$ cat src/rtl/swervolf_sevseg_ctrl.sv
// Wishbone-mapped multiplexed 7-segment controller: per-digit enable, blink, decimal point,
// hex or raw segment mode and PWM brightness, driving common-anode digits with active-low pins.
module swervolf_sevseg_ctrl #(
    parameter int N_DIGITS     = 8,
    parameter int REFRESH_LOG2 = 14,
    parameter int BLINK_LOG2   = 25
) (
    input  logic                i_clk,
    input  logic                i_rst_n,
    input  logic [4:0]          i_wb_adr,
    input  logic [31:0]         i_wb_dat,
    input  logic [3:0]          i_wb_sel,
    input  logic                i_wb_we,
    input  logic                i_wb_cyc,
    input  logic                i_wb_stb,
    output logic [31:0]         o_wb_rdt,
    output logic                o_wb_ack,
    output logic [N_DIGITS-1:0] o_an,
    output logic [6:0]          o_seg,
    output logic                o_dp
);

    localparam int DW = (N_DIGITS > 1) ? $clog2(N_DIGITS) : 1;

    logic                  en_q;
    logic                  hex_q;
    logic [7:0]            bright_q;
    logic [N_DIGITS-1:0]   digit_en_q;
    logic [N_DIGITS-1:0]   blink_q;
    logic [8*N_DIGITS-1:0] data_q;
    logic [REFRESH_LOG2-1:0] slot_cnt;
    logic [BLINK_LOG2-1:0] blink_cnt;
    logic [DW-1:0]         digit;

    logic                  req;
    logic                  wr;
    logic [2:0]            word;
    logic [31:0]           rdata;
    logic                  unused_adr;

    logic [7:0]            cur_p0;
    logic [N_DIGITS-1:0]   onehot_p0;
    logic [7:0]            slot_top_p0;
    logic                  phase_p0;
    logic                  pwm_on_p0;
    logic                  lit_p0;
    logic [6:0]            pat_p0;

    function automatic logic [6:0] hex_decode(input logic [3:0] nib);
        logic [6:0] seg;
        case (nib)
            4'h0: seg = 7'h3F;
            4'h1: seg = 7'h06;
            4'h2: seg = 7'h5B;
            4'h3: seg = 7'h4F;
            4'h4: seg = 7'h66;
            4'h5: seg = 7'h6D;
            4'h6: seg = 7'h7D;
            4'h7: seg = 7'h07;
            4'h8: seg = 7'h7F;
            4'h9: seg = 7'h6F;
            4'hA: seg = 7'h77;
            4'hB: seg = 7'h7C;
            4'hC: seg = 7'h39;
            4'hD: seg = 7'h5E;
            4'hE: seg = 7'h79;
            default: seg = 7'h71;
        endcase
        return seg;
    endfunction

    assign req        = i_wb_cyc & i_wb_stb & ~o_wb_ack;
    assign wr         = req & i_wb_we;
    assign word       = i_wb_adr[4:2];
    assign unused_adr = ^i_wb_adr[1:0];

    // Read mux: bytes of digits beyond N_DIGITS and unmapped bits stay zero
    always_comb begin
        rdata = '0;
        case (word)
            3'd0: rdata = {16'd0, bright_q, 6'd0, hex_q, en_q};
            3'd1: rdata[N_DIGITS-1:0] = digit_en_q;
            3'd2: rdata[N_DIGITS-1:0] = blink_q;
            3'd3: rdata[4:0] = {blink_cnt[BLINK_LOG2-1], 4'(digit)};
            default: begin
                for (int k = 0; k < N_DIGITS; k++) begin
                    if (word == 3'(4 + k / 4))
                        rdata[8*(k%4) +: 8] = data_q[8*k +: 8];
                end
            end
        endcase
    end

    // Stage p0: select the current digit and decide whether it is lit
    always_comb begin
        cur_p0    = '0;
        onehot_p0 = '0;
        for (int k = 0; k < N_DIGITS; k++) begin
            if (digit == DW'(k)) begin
                cur_p0       = data_q[8*k +: 8];
                onehot_p0[k] = 1'b1;
            end
        end
    end

    assign slot_top_p0 = slot_cnt[REFRESH_LOG2-1 -: 8];
    assign phase_p0    = blink_cnt[BLINK_LOG2-1];
    assign pwm_on_p0   = (bright_q == 8'hFF) || (slot_top_p0 < bright_q);
    assign lit_p0      = en_q & digit_en_q[digit] & pwm_on_p0 & ~(blink_q[digit] & phase_p0);
    assign pat_p0      = hex_q ? hex_decode(cur_p0[3:0]) : cur_p0[6:0];

    always_ff @(posedge i_clk) begin
        if (!i_rst_n) begin
            en_q       <= 1'b0;
            hex_q      <= 1'b0;
            bright_q   <= '0;
            digit_en_q <= '0;
            blink_q    <= '0;
            data_q     <= '0;
            slot_cnt   <= '0;
            blink_cnt  <= '0;
            digit      <= '0;
            o_wb_ack   <= 1'b0;
            o_wb_rdt   <= '0;
            o_an       <= '1;
            o_seg      <= 7'h7F;
            o_dp       <= 1'b1;
        end else begin
            slot_cnt  <= slot_cnt + 1'b1;
            blink_cnt <= blink_cnt + 1'b1;
            if (&slot_cnt)
                digit <= (digit == DW'(N_DIGITS - 1)) ? '0 : digit + 1'b1;

            o_wb_ack <= req;
            if (req)
                o_wb_rdt <= rdata;

            if (wr) begin
                case (word)
                    3'd0: begin
                        if (i_wb_sel[0]) {hex_q, en_q} <= i_wb_dat[1:0];
                        if (i_wb_sel[1]) bright_q <= i_wb_dat[15:8];
                    end
                    3'd1: begin
                        for (int b = 0; b < N_DIGITS; b++)
                            if (i_wb_sel[b/8]) digit_en_q[b] <= i_wb_dat[b];
                    end
                    3'd2: begin
                        for (int b = 0; b < N_DIGITS; b++)
                            if (i_wb_sel[b/8]) blink_q[b] <= i_wb_dat[b];
                    end
                    default: ;
                endcase
                for (int k = 0; k < N_DIGITS; k++) begin
                    if (word == 3'(4 + k / 4) && i_wb_sel[k%4])
                        data_q[8*k +: 8] <= i_wb_dat[8*(k%4) +: 8];
                end
            end

            // Stage p1: registered pins
            if (lit_p0) begin
                o_an  <= ~onehot_p0;
                o_seg <= ~pat_p0;
                o_dp  <= ~cur_p0[7];
            end else begin
                o_an  <= '1;
                o_seg <= 7'h7F;
                o_dp  <= 1'b1;
            end
        end
    end

endmodule

$ cat config.mk
export PLATFORM = sky130hd
export DESIGN_NAME = swervolf_sevseg_ctrl
export DESIGN_NICKNAME = d
export VERILOG_FILES = /design/src/rtl/swervolf_sevseg_ctrl.sv
export SDC_FILE = /design/constraint.sdc
export NUM_CORES = 1
export LEC_CHECK = 0
export ABC_AREA = 1
export CORE_ASPECT_RATIO = 0.6
export CORE_MARGIN = 4
export CORE_UTILIZATION = 50
export CTS_CLUSTER_SIZE = 20
export DETAILED_ROUTE_END_ITERATION = 12
export GPL_TIMING_DRIVEN = 1
export PLACE_DENSITY_LB_ADDON = 0.1
export REMOVE_ABC_BUFFERS = 1
export SLEW_MARGIN = 20
export SYNTH_ARGS = -nofsm -noshare
export SYNTH_HDL_FRONTEND = slang
export SYNTH_SLANG_ARGS = --single-unit
$ cat constraint.sdc
create_clock -name i_clk -period 5.5 [get_ports i_clk]
set_input_delay 0.55 -clock i_clk [delete_from_list [all_inputs] [get_ports i_clk]]
set_output_delay 0.55 -clock i_clk [all_outputs]
set_load 0.01 [all_outputs]
Word level (Yosys, flattened, before mapping)
Memory sizes are Yosys's and may differ from the RTL's.
Cells that the tools add are included.
Word-level totals
  flip-flop bits (word level): 181
  latch bits: 0
  RAM bits: 0
  bits in read-only memories: 112
  input bits: 46
  output and inout bits: 49
  logic and storage cells: 112
  memories kept: 1
Memory list
  (no name shown): words 16, bits a word 7, read ports 1, clocked after memory_dff 0, write ports 0, RTL line 51  | case (nib)
Operators by class
  add/subtract/negate cells: 3
  $mul: 0
  divide/modulo/power cells: 0
  magnitude comparators: 2
  eq/ne operators: 13
  shift operators: 0
  multiplexer cells: 33
  bitwise logic cells: 12
  reduce and logical (&&, ||, !) cells: 27
Operators by type and width (number)
  two-way mux 8 bit: 16
  one-hot mux 24 bit (2 select lines): 1
  adder 25 x 1 -> 25 bit (second input constant): 1
  one-hot mux 5 bit (4 select lines): 1
  == test 3 bit (second input constant): 6
  AND reduction 2 bit: 9
  adder 14 x 1 -> 14 bit (second input constant): 1
  AND reduction 14 bit: 1
  == test 3 x 2 -> 1 bit (second input constant): 4
  AND reduction 3 bit: 4
  two-way mux 1 bit: 10
  one-hot mux 3 bit (3 select lines): 1
  == test 8 bit (second input constant): 1
  logical AND 1 bit: 8
  less-than comparator 8 bit: 1
  NOT 8 bit: 1
  AND 1 bit: 7
  two-way mux 7 bit: 1
  NOT 7 bit: 1
  binary-select mux 1 bit (select 3 bit): 2
  == test 3 x 1 -> 1 bit (second input constant): 2
  logical NOT 3 bit: 2
  less-than comparator 3 x 4 -> 1 bit (second input constant): 1
  adder 3 x 1 -> 3 bit (second input constant): 1
  5 further kinds: 7

Depth between registers and ports, before layout
An unclocked memory read counts as a cell.
  depth after elaboration: 12
  mapped depth: 22
  gate-level depth less buffers: 22

Worst setup path after synthesis
OpenSTA, ideal clock, no wires.
  path kind: register to register
  start: register digit[0]
  end: register o_seg[1]
  library setup time: 0.122 ns
  arrival: 2.294 ns
  required time: 5.378 ns
  path slack: 3.084 ns
  stages on the path, launching flop included: 20
  buffers on the path: 1
  clock period less this slack: 2.416 ns
  cells stage by stage: dfxtp_1 > ha_1 > ha_1 > inv_1 > clkbuf_1 > o21ai_0 > inv_1 > nand2_1 > nand2_1 > nand2_1 > nand2_1 > nand2_1 > nand2_1 > inv_1 > ha_1 > inv_1 > nand4_1 > nor2_1 > nor2_1 > nand3_1
Between the ends
  word-level cells in the longest chain between the ends: 12
  elaborated cells between the ends (all ways): 29
  classes of those cells: 7 x eq/ne; 13 x mux; 6 x bitwise; 2 x reduce/logical; 1 x memory
Ends and longest elaborated chain
  start, declared: RTL line 33  | logic [DW-1:0] digit;
  start signal, assigned: RTL line 132  | digit <= (digit == DW'(N_DIGITS - 1)) ? '0 : digit + 1'b1;
  logical NOT 3 bit: RTL line 99  | if (digit == DW'(k)) begin
  two-way mux 8 bit (8 in series): RTL line 99
  memory (16 x 7 bit)
  two-way mux 7 bit: RTL line 110  | assign pat_p0 = hex_q ? hex_decode(cur_p0[3:0]) : cur_p0[6:0];
  NOT 7 bit: RTL line 163  | o_seg <= ~pat_p0;
  end signal, assigned: RTL line 163
  end, declared: RTL line 19  | output logic [6:0] o_seg,
Several ways; a longest one is shown, not always the timed one. The select of a mux whose other input is x is not followed.
A chain may end at the register's enable or synchronous reset.

Worst setup path after layout
  start: register digit[0]
  end: register o_seg[6]
The elaborated chain is that of the path after synthesis.

==> impl_metrics.ini <==
[global_routing]
gr-total-overflow = 0
antenna_found_initial = 0
grt_usage_pct = 25.21
grt_util_met3_pct = 4.983
grt_pass1_vias = 7453
grt_max_degree = 67
top_usage_layer = met1
grt_pass1_wl_mm = 38.54
use_met2_pct = 35.84
use_met1_pct = 38.94

[clocking]
clock_path_buffers = 2
clkLatencyLatePin_ps = 440
numCtsBuffers = 17
path_clk_slew_ps = 70
ctsResizeCount = 0
h-tree-depth = 4
cts_tree = done
cts_sinks = 181
hold_buffers = 0
postCtsSetupRepairBufs = 0
cts-root-buf = clkbuf_16

[worst_setup_path]
r2r_end = o_seg[6]
crit_family = simple AND/OR/NAND/NOR gates
critPathBufInv = 3
criticalPathCategory = reg -> reg
r2r-start = digit[0]
setup.worst_path.end_class = register
arrival_ps = 3490
path_max_fanout = 15
crit_path_max_incr_delay_ps = 680
worst_path_most_repeated_cell = nand2_1
cp_cell_sequence = inv_2, ha_1, nand2_1, o21ai_0, inv_1, nand2_1, nand2_1, nand2_1, nand2_1, nand2_1, nand2_1, inv_1, ha_1, nand3_1, nand3_1, nand2_1, nand3_1
required_ps = 5780
worst-path-stages = 17
cp-start-kind = register
ff2ff_setup_slack_ps = 2290
ff2ff_path_depth = 17
slowest_stage = dfxtp_1

[timing]
tightest_slew_ps = 1083
fmax_mhz = 311.7
max_slew_margin_pct = 27.82
tns_ps = 0
hold_viol = 0
fin_crit_ps = 3208
maxSlewViolCount = 0
setup_viol = 0
hold_slack_ps = 455.1
worst_clock_skew_ps = 10.36
fin_crit_sh_pct = 58.33
setup_ws_ps = 2292
rsz0062_at_grt = no

[synthesis]
synthCells = 1202
seq_area_frac_synth_pct = 42.11
syn_area_per_cell_um2 = 7.158
synth-seq-cells = 181
synth_area_um2 = 8605
synth_edf_count = 0
ys_warn_count = 0
yosysUniqueCellTypes = 42
async_reset_ff_share_pct = 0
synth-main-ff-cell = dfxtp_1

[floorplanning]
start_util_pct = 52.05
coreArea_um2 = 16530
num_rows = 36
die_w_um = 177.4
io_pins = 95
die_h_um = 109.6
die_area_um2 = 19440

[hold_path]
worst_hold_path.endpoint = slot_cnt[0]
hp-class = reg -> reg
hold_depth = 1
hold_start = slot_cnt[0]

[routing]
wl_per_cell_um = 16.08
vias = 8155
drt-pass1-iter-count = 6
drt-initial-drc-count = 899
drtAntennaViolNets = 0
vias_per_cell = 5.404
wirelength_mm = 24.26
drc = 0

[finish]
final_area_um2 = 10170
num_antenna_cells = 0
drive_gt1_share_pct = 6.792
instances_no_fill = 1509
final_net_count = 1336
final_util_pct = 61.54
area_delta_synth_final_pct = 18.22

[place]
dpl.cell_count = 1477
dpl_cell_area_um2 = 9592
port_buffers = 92
gp_congestion = 0.9403
place_hpwl_mm = 17.36
pre_cts_ws_ps = 2408

[power]
power.density_nw_per_um2 = 262.9
power.internal_mw = 2.044
power_frac_comb_pct = 5.0
clkPwrFrac_pct = 45.4
p_leak_nw = 3.781
total_power_mw = 2.674
swShare_pct = 23.56
seqPwrFrac_pct = 49.6
vdd_ir_drop_max_uv = 185.9
p_switching_uw = 630.1

[run_status]
outcome = complete, no violations

[run]
drv_cap = 0
flip-flops by register name, indices dropped and copies added (netlist names), 3 cells and up:
register	flops
blink_cnt	25
blink_q	8
bright_q	8
data_q	64
digit	3
digit_en_q	8
o_an	8
o_seg	7
o_wb_rdt	32
slot_cnt	14
kinds of logic (layout without fill, tap and decap cells):
| family | after synthesis | in the layout | share of synthesized area [%] |
|---|---|---|---|
| AND/OR/NAND/NOR | 446 | 446 | 23.24 |
| AO/OA/AOI/OAI | 342 | 342 | 21.43 |
| buffers and inverters | 208 | 287 | 9.713 |
| flip-flops | 181 | 181 | 42.11 |
| adder cells (fa/ha/maj) | 22 | 22 | 3.199 |
| XOR/XNOR | 3 | 3 | 0.3054 |
area by class of cell:
| class | count | area [um^2] |
|---|---|---|
| clock buffer | 18 | 429.2 |
| clock inverter | 14 | 151.4 |
| fill | 1566 | 6359 |
| inverter | 161 | 606.8 |
| multi-input combinational | 813 | 4145 |
| sequential | 181 | 3623 |
| tap | 228 | 285.3 |
| timing repair buffer | 94 | 930.9 |
cell usage in the layout, fill, tap and decap left out, drive strengths merged:
cell type,count
a211oi,2
a21oi,133
a22oi,6
a31oi,1
buf,3
bufinv,2
clkbuf,18
clkdlybuf4s50,91
clkinv,8
clkinvlp,1
dfxtp,181
ha,22
inv,164
nand2,209
nand3,51
nand3b,1
nand4,9
nor2,145
nor3,23
nor3b,5
nor4,1
o211ai,15
o21a,3
o21ai,156
o221ai,3
o22ai,20
o31ai,3
or2,2
xnor2,3
worst max-delay path by stage:
| stage | end | from | slack (ps) |
|---|---|---|---|
| global route | o_seg[4] | digit[2] | 2040 |
| detailed placement | o_seg[4] | digit[2] | 2410 |
| finish | o_seg[6] | digit[0] | 2290 |
| floorplan | o_seg[1] | digit[2] | 3020 |
| global placement | o_seg[4] | digit[2] | 2480 |
| CTS | o_seg[6] | digit[0] | 2390 |
power by group through the flow:
stage / clock [mW] / sequential, mW / combinational (mW)
floorplan: 0 / 1.36 / 0.0546
global placement: 0 / 1.36 / 0.130
detailed placement: 0 / 1.36 / 0.131
CTS: 1.22 / 1.33 / 0.131
global route: 1.29 / 1.33 / 0.145
finish: 1.21 / 1.33 / 0.133
metal layers:
layer,part of all wire [%],up-vias
met2,39,317
met5,0,-
met1,51,3727
met3,8.3,24
met4,1.1,0
li1,-,4087
cell usage after synthesis, drive strengths merged (5+ instances only):
cell | instances | area share (%)
nand4 | 9 | 0.65
inv | 160 | 7.0
clkbuf | 25 | 1.1
a21oi | 133 | 8.0
nand2 | 209 | 9.9
dfxtp | 181 | 42
nor3b | 5 | 0.44
nor3 | 23 | 1.8
o211ai | 15 | 1.3
nand3 | 51 | 3.1
o21ai | 156 | 9.1
o22ai | 20 | 1.5
a22oi | 6 | 0.52
ha | 22 | 3.2
nor2 | 145 | 7.1
buf | 22 | 1.6
(Power assumes the default switching activity.)
